### config.mk
export PLATFORM = sky130hd
export DESIGN_NAME = sc_image_sequencer_flat
export DESIGN_NICKNAME = d
export VERILOG_FILES = /design/src/rtl/sc_image_sequencer_if.sv /design/src/rtl/sc_image_sequencer.sv /design/src/flat_wrapper.sv
export SDC_FILE = /design/constraint.sdc
export NUM_CORES = 1
export LEC_CHECK = 0
export BUFFER_PORTS_ARGS = -buffer_cell sky130_fd_sc_hd__buf_2
export CORE_MARGIN = 1
export CORE_UTILIZATION = 50
export CTS_CLUSTER_SIZE = 30
export DETAILED_ROUTE_END_ITERATION = 12
export PLACE_DENSITY = 0.67
export SETUP_SLACK_MARGIN = 0.02
export SKIP_LAST_GASP = 1
export SYNTH_ARGS = -nofsm -noshare
export SYNTH_HDL_FRONTEND = slang
export SYNTH_SLANG_ARGS = --single-unit
### constraint.sdc
create_clock -name SC_IMAGE_COUNTER_CLOCK_50 -period 2.8 [get_ports SC_IMAGE_COUNTER_CLOCK_50]
set_clock_uncertainty 0.15 [all_clocks]
set_input_delay 0.56 -clock SC_IMAGE_COUNTER_CLOCK_50 [delete_from_list [all_inputs] [get_ports SC_IMAGE_COUNTER_CLOCK_50]]
set_output_delay 0.56 -clock SC_IMAGE_COUNTER_CLOCK_50 [all_outputs]
set_load 0.01 [all_outputs]
### src/rtl/sc_image_sequencer_if.sv
// Control and command bus between the game FSM, the image frame counter and sc_image_sequencer.
// master = game/counter side (drives start/stop/pause and count feedback), slave = sequencer.
interface sc_image_sequencer_if #(
  parameter int DATAWIDTH_3 = 3
);
  logic                   SC_IMAGE_SEQUENCER_start_InLow;
  logic                   SC_IMAGE_SEQUENCER_stop_InLow;
  logic                   SC_IMAGE_SEQUENCER_pause_InLow;
  logic [DATAWIDTH_3-1:0] SC_IMAGE_SEQUENCER_count_InBus;
  logic [DATAWIDTH_3-2:0] SC_IMAGE_SEQUENCER_CUENTA_OutBus;
  logic                   SC_IMAGE_SEQUENCER_busy_Out;
  logic                   SC_IMAGE_SEQUENCER_done_Out;
  logic                   SC_IMAGE_SEQUENCER_frametick_Out;

  modport master (
    output SC_IMAGE_SEQUENCER_start_InLow,
    output SC_IMAGE_SEQUENCER_stop_InLow,
    output SC_IMAGE_SEQUENCER_pause_InLow,
    output SC_IMAGE_SEQUENCER_count_InBus,
    input  SC_IMAGE_SEQUENCER_CUENTA_OutBus,
    input  SC_IMAGE_SEQUENCER_busy_Out,
    input  SC_IMAGE_SEQUENCER_done_Out,
    input  SC_IMAGE_SEQUENCER_frametick_Out
  );

  modport slave (
    input  SC_IMAGE_SEQUENCER_start_InLow,
    input  SC_IMAGE_SEQUENCER_stop_InLow,
    input  SC_IMAGE_SEQUENCER_pause_InLow,
    input  SC_IMAGE_SEQUENCER_count_InBus,
    output SC_IMAGE_SEQUENCER_CUENTA_OutBus,
    output SC_IMAGE_SEQUENCER_busy_Out,
    output SC_IMAGE_SEQUENCER_done_Out,
    output SC_IMAGE_SEQUENCER_frametick_Out
  );
endinterface

### src/rtl/sc_image_sequencer.sv
// Frame-period command generator for the image counter: clear/increment/hold pulses, one-edge registered outputs.
// No backpressure; pause freezes the prescaler, stop > start > pause > prescaler tick each edge.
module sc_image_sequencer #(
  parameter int DATAWIDTH_3     = 3,
  parameter int PRESCALER_WIDTH = 26,
  parameter int FRAME_PERIOD    = 25000000,
  parameter int LAST_FRAME      = 5,
  parameter bit LOOP            = 1'b1
) (
  input logic                 SC_IMAGE_COUNTER_CLOCK_50,
  input logic                 SC_IMAGE_COUNTER_RESET_InHigh,
  sc_image_sequencer_if.slave seq_if
);
  localparam int CW = DATAWIDTH_3 - 1;

  localparam logic [1:0] STATE_IDLE = 2'b00;
  localparam logic [1:0] STATE_RUN  = 2'b01;
  localparam logic [1:0] STATE_DONE = 2'b10;

  localparam logic [CW-1:0] CMD_INC  = CW'(0);
  localparam logic [CW-1:0] CMD_HOLD = CW'(1);
  localparam logic [CW-1:0] CMD_CLR  = CW'(2);

  localparam logic [PRESCALER_WIDTH-1:0] PRESC_LAST = PRESCALER_WIDTH'(FRAME_PERIOD - 1);
  localparam logic [PRESCALER_WIDTH-1:0] PRESC_ONE  = PRESCALER_WIDTH'(1);
  localparam logic [DATAWIDTH_3-1:0]     LAST_CNT   = DATAWIDTH_3'(LAST_FRAME);

  logic [1:0]                 state_q, state_d;
  logic [PRESCALER_WIDTH-1:0] presc_q, presc_d;
  logic [CW-1:0]              cuenta_q, cuenta_d;
  logic                       busy_q, busy_d;
  logic                       done_q, done_d;
  logic                       tick_q, tick_d;

  logic start_i, stop_i, pause_i;
  logic [DATAWIDTH_3-1:0] count_i;

  assign start_i = ~seq_if.SC_IMAGE_SEQUENCER_start_InLow;
  assign stop_i  = ~seq_if.SC_IMAGE_SEQUENCER_stop_InLow;
  assign pause_i = ~seq_if.SC_IMAGE_SEQUENCER_pause_InLow;
  assign count_i = seq_if.SC_IMAGE_SEQUENCER_count_InBus;

  always_comb begin
    state_d  = state_q;
    presc_d  = presc_q;
    cuenta_d = CMD_HOLD;
    busy_d   = busy_q;
    done_d   = done_q;
    tick_d   = 1'b0;
    if (stop_i) begin
      state_d = STATE_IDLE;
      presc_d = '0;
      busy_d  = 1'b0;
      done_d  = 1'b0;
    end else if (start_i) begin
      state_d  = STATE_RUN;
      presc_d  = '0;
      cuenta_d = CMD_CLR;
      busy_d   = 1'b1;
      done_d   = 1'b0;
    end else if (state_q == STATE_RUN && !pause_i) begin
      if (presc_q == PRESC_LAST) begin
        presc_d = '0;
        tick_d  = 1'b1;
        // Out-of-range feedback also takes the increment path; the counter wraps itself.
        if (count_i != LAST_CNT) begin
          cuenta_d = CMD_INC;
        end else if (LOOP) begin
          cuenta_d = CMD_CLR;
        end else begin
          state_d = STATE_DONE;
          busy_d  = 1'b0;
          done_d  = 1'b1;
        end
      end else begin
        presc_d = presc_q + PRESC_ONE;
      end
    end
  end

  always_ff @(posedge SC_IMAGE_COUNTER_CLOCK_50 or posedge SC_IMAGE_COUNTER_RESET_InHigh) begin
    if (SC_IMAGE_COUNTER_RESET_InHigh) begin
      state_q  <= STATE_IDLE;
      presc_q  <= '0;
      cuenta_q <= CMD_HOLD;
      busy_q   <= 1'b0;
      done_q   <= 1'b0;
      tick_q   <= 1'b0;
    end else begin
      state_q  <= state_d;
      presc_q  <= presc_d;
      cuenta_q <= cuenta_d;
      busy_q   <= busy_d;
      done_q   <= done_d;
      tick_q   <= tick_d;
    end
  end

  assign seq_if.SC_IMAGE_SEQUENCER_CUENTA_OutBus = cuenta_q;
  assign seq_if.SC_IMAGE_SEQUENCER_busy_Out      = busy_q;
  assign seq_if.SC_IMAGE_SEQUENCER_done_Out      = done_q;
  assign seq_if.SC_IMAGE_SEQUENCER_frametick_Out = tick_q;
endmodule

### src/flat_wrapper.sv
// flat-port wrapper written by rule: the top's interface ports become plain ports
module sc_image_sequencer_flat 
#(
  parameter int DATAWIDTH_3     = 3,
  parameter int PRESCALER_WIDTH = 26,
  parameter int FRAME_PERIOD    = 25000000,
  parameter int LAST_FRAME      = 5,
  parameter bit LOOP            = 1'b1
)
  (SC_IMAGE_COUNTER_CLOCK_50, SC_IMAGE_COUNTER_RESET_InHigh, seq_if_SC_IMAGE_SEQUENCER_start_InLow, seq_if_SC_IMAGE_SEQUENCER_stop_InLow, seq_if_SC_IMAGE_SEQUENCER_pause_InLow, seq_if_SC_IMAGE_SEQUENCER_count_InBus, seq_if_SC_IMAGE_SEQUENCER_CUENTA_OutBus, seq_if_SC_IMAGE_SEQUENCER_busy_Out, seq_if_SC_IMAGE_SEQUENCER_done_Out, seq_if_SC_IMAGE_SEQUENCER_frametick_Out);
  sc_image_sequencer_if #(.DATAWIDTH_3(DATAWIDTH_3)) seq_if_i ();
  input logic SC_IMAGE_COUNTER_CLOCK_50;
  input logic SC_IMAGE_COUNTER_RESET_InHigh;
  input wire logic [$bits(seq_if_i.SC_IMAGE_SEQUENCER_start_InLow)-1:0] seq_if_SC_IMAGE_SEQUENCER_start_InLow;
  input wire logic [$bits(seq_if_i.SC_IMAGE_SEQUENCER_stop_InLow)-1:0] seq_if_SC_IMAGE_SEQUENCER_stop_InLow;
  input wire logic [$bits(seq_if_i.SC_IMAGE_SEQUENCER_pause_InLow)-1:0] seq_if_SC_IMAGE_SEQUENCER_pause_InLow;
  input wire logic [$bits(seq_if_i.SC_IMAGE_SEQUENCER_count_InBus)-1:0] seq_if_SC_IMAGE_SEQUENCER_count_InBus;
  output wire logic [$bits(seq_if_i.SC_IMAGE_SEQUENCER_CUENTA_OutBus)-1:0] seq_if_SC_IMAGE_SEQUENCER_CUENTA_OutBus;
  output wire logic [$bits(seq_if_i.SC_IMAGE_SEQUENCER_busy_Out)-1:0] seq_if_SC_IMAGE_SEQUENCER_busy_Out;
  output wire logic [$bits(seq_if_i.SC_IMAGE_SEQUENCER_done_Out)-1:0] seq_if_SC_IMAGE_SEQUENCER_done_Out;
  output wire logic [$bits(seq_if_i.SC_IMAGE_SEQUENCER_frametick_Out)-1:0] seq_if_SC_IMAGE_SEQUENCER_frametick_Out;
  assign seq_if_i.SC_IMAGE_SEQUENCER_start_InLow = seq_if_SC_IMAGE_SEQUENCER_start_InLow;
  assign seq_if_i.SC_IMAGE_SEQUENCER_stop_InLow = seq_if_SC_IMAGE_SEQUENCER_stop_InLow;
  assign seq_if_i.SC_IMAGE_SEQUENCER_pause_InLow = seq_if_SC_IMAGE_SEQUENCER_pause_InLow;
  assign seq_if_i.SC_IMAGE_SEQUENCER_count_InBus = seq_if_SC_IMAGE_SEQUENCER_count_InBus;
  assign seq_if_SC_IMAGE_SEQUENCER_CUENTA_OutBus = seq_if_i.SC_IMAGE_SEQUENCER_CUENTA_OutBus;
  assign seq_if_SC_IMAGE_SEQUENCER_busy_Out = seq_if_i.SC_IMAGE_SEQUENCER_busy_Out;
  assign seq_if_SC_IMAGE_SEQUENCER_done_Out = seq_if_i.SC_IMAGE_SEQUENCER_done_Out;
  assign seq_if_SC_IMAGE_SEQUENCER_frametick_Out = seq_if_i.SC_IMAGE_SEQUENCER_frametick_Out;
  sc_image_sequencer #(.DATAWIDTH_3(DATAWIDTH_3), .PRESCALER_WIDTH(PRESCALER_WIDTH), .FRAME_PERIOD(FRAME_PERIOD), .LAST_FRAME(LAST_FRAME), .LOOP(LOOP)) u_core (.SC_IMAGE_COUNTER_CLOCK_50(SC_IMAGE_COUNTER_CLOCK_50), .SC_IMAGE_COUNTER_RESET_InHigh(SC_IMAGE_COUNTER_RESET_InHigh), .seq_if(seq_if_i));
endmodule
==> impl_metrics.json, run 1 <==
{
  "grt_pass1_wl_um": 7470,
  "hold_viol": 0,
  "rrSetupSlack_ns": 0.21,
  "syn-num-nets": 204,
  "htreeDepth": 2,
  "final_antenna_net_count": 0,
  "max_freq_mhz": 386,
  "status": "finished clean",
  "final.setup.tns_ns": 0,
  "final_cell_mix": "dfrtp_1 (29), nand2_1 (28), nand3_1 (16), nor2_1 (14)",
  "grt_start_max_net_pins": 20,
  "p_leak_uw": 0.000789,
  "grt_pass1_vias": 1574,
  "vias": 1618,
  "finalCritPeriodShare_pct": 92.5,
  "setup_violations": 0,
  "avgSynthCellArea_um2": 8.88,
  "yosys_register_bits": 30,
  "drt_first_pass_iters": 4,
  "routed_wl_um": 4410,
  "worst_slew_pin_slew_ns": 0.729,
  "worstPathRequired_ns": 2.86,
  "cap_violations": 0,
  "routed_via_density": 6.22,
  "yosys_warnings": 0,
  "drc": 0,
  "min_path_type": "input pin to async pin",
  "slew_headroom_pct": 51.4,
  "synth_flop_cell": "dfrtp_1",
  "dr.first_iter.drc_count": 91,
  "async_flop_share_pct": 100,
  "dp_hpwl_um": 3120,
  "post-place-ws_ns": 0.254,
  "core_mm2": 0.00334,
  "cp_top_family": "simple AND/OR/NAND/NOR gates",
  "start_util_pct": 51.9,
  "cts_tree": "done",
  "grt_overflow": 0,
  "clockBufferDepth": 2,
  "irDropWorstVdd_uv": 248,
  "critPathMaxFanout": 10,
  "ys_types": 45,
  "cts_buffers": 5,
  "setup_ws_ns": 0.209,
  "path_clk_slew_ns": 0.10,
  "placementRows": 21,
  "slew_viol_final": 0,
  "grtUsageTotal_pct": 28.0,
  "io_buffers": 11,
  "fin_nets": 222,
  "critical_path_arrival_ns": 2.65,
  "rsz0062_at_grt": "no",
  "finalCoreUtilization_pct": 58.3,
  "grt_antenna_before_repair": 0,
  "cts_root_buffer": "clkbuf_4",
  "worst-setup-path-type": "register to register",
  "cp-start-kind": "register",
  "postSynthCellCount": 195,
  "clock_latency_ns": 0.34,
  "powerDensity_mw_per_mm2": 421,
  "r2r_end": "u_core.presc_q[24]$_DFFE_PP0P_",
  "postCtsSetupRepairBufs": 0,
  "n_antenna_cell": 0,
  "ctsResizeCount": 0,
  "period_minus_slack_ns": 2.59,
  "area_growth_pct": 12.4,
  "die_h_um": 60.9,
  "synth_edf_count": 0,
  "max_stage_delay_ns": 0.72,
  "critPathCaptureType": "register",
  "yosysSeqAreaShare_pct": 43.4,
  "drive_above_1_share_pct": 19.2,
  "clock_sinks": 30,
  "rr_worst_depth": 5,
  "routedWlPerCell_um": 16.9,
  "holdBufCountCts": 0,
  "die_area_mm2": 0.00370,
  "path_cells": "or4b_2 > nor4_1 > nand4_2 > nor2_1 > nor3_1",
  "num_io_pins": 13,
  "gp_congestion": 0.942,
  "reg2reg_from": "u_core.presc_q[9]$_DFFE_PP0P_",
  "final_common_cell": "dfrtp_1",
  "syn-cell-area_mm2": 0.00173,
  "crit_slowest_cell": "or4b_2",
  "die_w_um": 60.9,
  "critical_path_buf_inv_count": 0
}
-- through the flow --
| stage | instance area (um^2) | hold slack [ns] | total power [uW] | cells |
|---|---|---|---|---|
| 3_5_place_dp | 1870 | 0.341 | 498 | 252 |
| 6_report | 1950 | 0.175 | 818 | 260 |
| 5_1_grt | 1950 | 0.243 | 852 | 260 |
| 3_3_place_gp | 1870 | 0.331 | 496 | 252 |
| 4_1_cts | 1950 | 0.191 | 825 | 260 |
| 2_1_floorplan | 1730 | 0.315 | 475 | 195 |
-- power breakdown --
part	switching (uW)	internal [uW]	total [uW]	leakage, uW
combinational	35.7	15.3	51.1	0.000331
clock	157	171	329	0.0000446
sequential	1.93	436	438	0.000413
-- sequential cells by signal (all words and copies together) (netlist names) --
signal	count
u_core.state_q	1
u_core.seq_if.SC_IMAGE_SEQUENCER_frametick_Out	1
u_core.presc_q	26
u_core.seq_if.SC_IMAGE_SEQUENCER_CUENTA_OutBus	2
-- worst register-to-register path, cell delays in order, from the launching register on --
cell and delay (ns):
dfrtp_1 0.48, or4b_2 0.72, nor4_1 0.29, nand4_2 0.33, nor2_1 0.37, nor3_1 0.11
-- Yosys cell counts, types with 2 or more instances --
library cell	instances	area, um^2
dfrtp_1	29	726
nand2_1	28	105
nand3_1	16	80.1
nor2_1	14	52.6
nor3_1	11	55.1
nand4_1	10	62.6
clkbuf_1	7	26.3
a21oi_1	6	30.0
nor4_1	6	37.5
xor2_1	6	52.6
a31oi_1	5	31.3
o21ai_0	5	25.0
inv_1	4	15.0
a41oi_1	3	26.3
and2_1	3	18.8
o311ai_0	3	26.3
or3_1	3	18.8
or4b_2	3	30.0
and4_1	2	17.5
buf_4	2	15.0
nand4_2	2	25.0
or4_2	2	17.5
or4b_1	2	20.0
xnor2_1	2	17.5
-- logic make-up (layout without fill, tap and decap cells) --
logic type | after synthesis | after routing | synth area share [%]
flops | 30 | 30 | 43.4
xor+xnor | 8 | 8 | 4.05
simple gates | 111 | 111 | 35.6
fa+ha+maj | 1 | 1 | 0.722
compound gates | 29 | 29 | 11.5
other cells | 1 | 1 | 0.217
buf+inv | 14 | 33 | 3.90
mux | 1 | 1 | 0.578
-- cell type report --
class,count,area (um^2)
inverters,4,15.0
well taps,46,57.6
repair buffers,21,130
clock buffers,8,78.8
multi-input cells,151,912
flip-flops and latches,30,752
fillers,313,1390
-- worst max-delay path by stage --
| stage | cells after the start | start | slack (ns) | end |
|---|---|---|---|---|
| 2_1_floorplan | 6 | u_core.presc_q[0]$_DFFE_PP0P_ | 0.51 | u_core.presc_q[22]$_DFFE_PP0P_ |
| 4_1_cts | 5 | u_core.presc_q[10]$_DFFE_PP0P_ | 0.24 | u_core.presc_q[24]$_DFFE_PP0P_ |
| 3_5_place_dp | 5 | u_core.presc_q[10]$_DFFE_PP0P_ | 0.25 | u_core.presc_q[24]$_DFFE_PP0P_ |
| 5_1_grt | 5 | u_core.presc_q[9]$_DFFE_PP0P_ | 0.07 | u_core.presc_q[24]$_DFFE_PP0P_ |
| 6_report | 5 | u_core.presc_q[9]$_DFFE_PP0P_ | 0.21 | u_core.presc_q[24]$_DFFE_PP0P_ |
| 3_3_place_gp | 5 | u_core.presc_q[10]$_DFFE_PP0P_ | 0.38 | u_core.seq_if.SC_IMAGE_SEQUENCER_CUENTA_OutBus[1]$_DFF_PP0_ |
-- layer usage --
layer | global-route usage [%] | wire length [um] | vias to the layer above
li1 | - | - | 763
met1 | 36.8 | 1940 | 776
met2 | 43.2 | 2090 | 70
met3 | 7.25 | 289 | 9
met4 | 12.7 | 84 | 0
met5 | 0 | 0 | -
Power figures use the tool's default switching activity.
==> run 2, diff against run 1 <==
--- a/config.mk
+++ b/config.mk
@@ -12,3 +12,3 @@
 export DETAILED_ROUTE_END_ITERATION = 12
-export PLACE_DENSITY = 0.67
+export PLACE_DENSITY = 0.7
 export SETUP_SLACK_MARGIN = 0.02
==> constraint.sdc (replaced) <==
create_clock -name SC_IMAGE_COUNTER_CLOCK_50 -period 2.1 [get_ports SC_IMAGE_COUNTER_CLOCK_50]
set_clock_uncertainty 0.15 [all_clocks]
set_input_delay 0.21 -clock SC_IMAGE_COUNTER_CLOCK_50 [delete_from_list [all_inputs] [get_ports SC_IMAGE_COUNTER_CLOCK_50]]
set_output_delay 0.21 -clock SC_IMAGE_COUNTER_CLOCK_50 [all_outputs]
set_load 0.01 [all_outputs]
==> run 2 against run 1 <==
  * The run now ends with negative setup slack left
  * Combinational power grew 51%
  * First-iteration DRC count up 70%
  * Via count grew 13%
  * Global-route usage is 3.2 points higher
  * Register-to-register slack got worse by 0.34 ns
  * Cell area rose by 22%
  * Core utilization grew 13 points
  * Clock power grew 14%
  * Sequential power grew 33%
  * Final cell count increased by 14%
  * Sequential cell count stayed put
==> impl_metrics.json, run 2 (synthesis results as in run 1) <==
{
  "slew_viol_final": 0,
  "fill_cells": 257,
  "die_w_um": 60.9,
  "status": "finished, violations left",
  "placementRows": 21,
  "cp-start-kind": "register",
  "grt_antenna_before_repair": 0,
  "cap_violations": 0,
  "grt_overflow": 0,
  "seqCellArea_um2": 754,
  "grt_start_max_net_pins": 31,
  "cts_root_buffer": "clkbuf_4",
  "post-place-ws_ns": -0.130,
  "gp_congestion": 0.924,
  "routed_via_density": 6.17,
  "final_common_cell": "buf_4",
  "cts_tree": "done",
  "p_leak_uw": 0.00103,
  "final.setup.tns_ns": -0.573,
  "multi_input_area_mm2": 0.00107,
  "fin_nets": 258,
  "critPathCaptureType": "register",
  "htreeDepth": 2,
  "period_minus_slack_ns": 2.23,
  "grt_pass1_wl_um": 8300,
  "setup_ws_ns": -0.129,
  "routed_wl_um": 5290,
  "dp_hpwl_um": 3690,
  "drt_first_pass_iters": 5,
  "final_cell_mix": "buf_4 (42), nand2_1 (27), dfrtp_1 (27), nand3_1 (14), nor2_1 (13)",
  "grtUsageTotal_pct": 31.2,
  "clock_latency_ns": 0.34,
  "area_growth_pct": 36.8,
  "largest_reg_flops": 26,
  "finalCoreUtilization_pct": 71.0,
  "path_clk_slew_ns": 0.10,
  "core_mm2": 0.00334,
  "finalCritPeriodShare_pct": 106,
  "dr.first_iter.drc_count": 155,
  "start_util_pct": 51.9,
  "setup_violations": 10,
  "clockBufferDepth": 2,
  "worstPathRequired_ns": 2.22,
  "irDropWorstVdd_uv": 402,
  "die_area_mm2": 0.00370,
  "rsz0062_at_grt": "yes",
  "n_antenna_cell": 0,
  "largest-register": "u_core.presc_q",
  "drc": 0,
  "worst-setup-path-type": "register to register",
  "hold_viol": 0,
  "die_h_um": 60.9,
  "grt_pass1_vias": 1747,
  "clock_sinks": 30,
  "max_freq_mhz": 449,
  "powerDensity_mw_per_mm2": 438,
  "vias": 1827,
  "critical_path_arrival_ns": 2.35,
  "min_path_type": "input pin to register",
  "violations": "negative setup slack",
  "routedWlPerCell_um": 17.9,
  "drive_above_1_share_pct": 38.8,
  "final_antenna_net_count": 0,
  "num_io_pins": 13,
  "critPathMaxFanout": 5,
  "cts_buffers": 5,
  "io_buffers": 11
}
## run 2: report_power, final
group | switching [uW] | total, uW | internal [uW] | leakage, uW
logic | 50.5 | 77.3 | 26.7 | 0.000586
registers | 2.32 | 584 | 582 | 0.000410
clock network | 214 | 376 | 162 | 0.0000353
## run 2: worst max-delay path, cell delays in order, from the launching register on
cell and delay [ns]:
dfrtp_2 0.44, nand3_2 0.09, or4_4 0.53, or3_4 0.34, or4b_1 0.48, mux2i_1 0.14
## run 2: path summary, 6_finish.rpt
kind / from / end / slack, ns / cells past startpoint
hold / removal: seq_if_SC_IMAGE_SEQUENCER_start_InLow / u_core.seq_if.SC_IMAGE_SEQUENCER_CUENTA_OutBus[0]$_DFF_PP1_ / 0.008 / 3
hold reg to reg: u_core.presc_q[21]$_DFFE_PP0P_ / u_core.presc_q[21]$_DFFE_PP0P_ / 0.38 / 1
min in group asynchronous: SC_IMAGE_COUNTER_RESET_InHigh / u_core.presc_q[15]$_DFFE_PP0P_ / 0.35 / 4
setup reg to reg: u_core.presc_q[6]$_DFFE_PP0P_ / u_core.presc_q[21]$_DFFE_PP0P_ / -0.13 / 5
max in group asynchronous: SC_IMAGE_COUNTER_RESET_InHigh / u_core.seq_if.SC_IMAGE_SEQUENCER_CUENTA_OutBus[0]$_DFF_PP1_ / 1.13 / 4
setup / recovery: u_core.presc_q[6]$_DFFE_PP0P_ / u_core.presc_q[21]$_DFFE_PP0P_ / -0.13 / 5
## run 2: layout make-up
class	count	area share, %
Multi-Input combinational cell	151	45.1
Inverter	4	0.634
Clock inverter	1	0.211
Clock buffer	7	2.32
Timing Repair Buffer	57	17.4
Sequential cell	30	31.8
Tap cell	46	2.43
## run 2: metrics by stage
stage | hold WS (ns) | std cells | total power [uW] | area, um^2
floorplan | 0.132 | 195 | 634 | 1790
global placement | 0.147 | 280 | 663 | 2120
detailed placement | 0.156 | 280 | 665 | 2120
CTS | 0.00123 | 291 | 1030 | 2220
global route | 0.0101 | 296 | 1060 | 2370
finish | 0.00798 | 296 | 1040 | 2370
## run 2: what timing repair did
item                                    CTS  global route
endpoints found under the hold margin    32             0
pin swaps                                 3            10
hold buffers                              2             0
cloned                                    1             0
endpoints found under the setup margin   17            21
resized for setup                         6            23
buffers inserted                          0             5
## run 2: metal layers
metal / share of wire [%] / GRT usage [%] / up-vias
met1: 42 / 41.9 / 877
met3: 6.5 / 6.40 / 20
met5: 0 / 0 / -
met4: 2.5 / 11.0 / 0
met2: 48 / 50.1 / 89
li1: - / - / 841
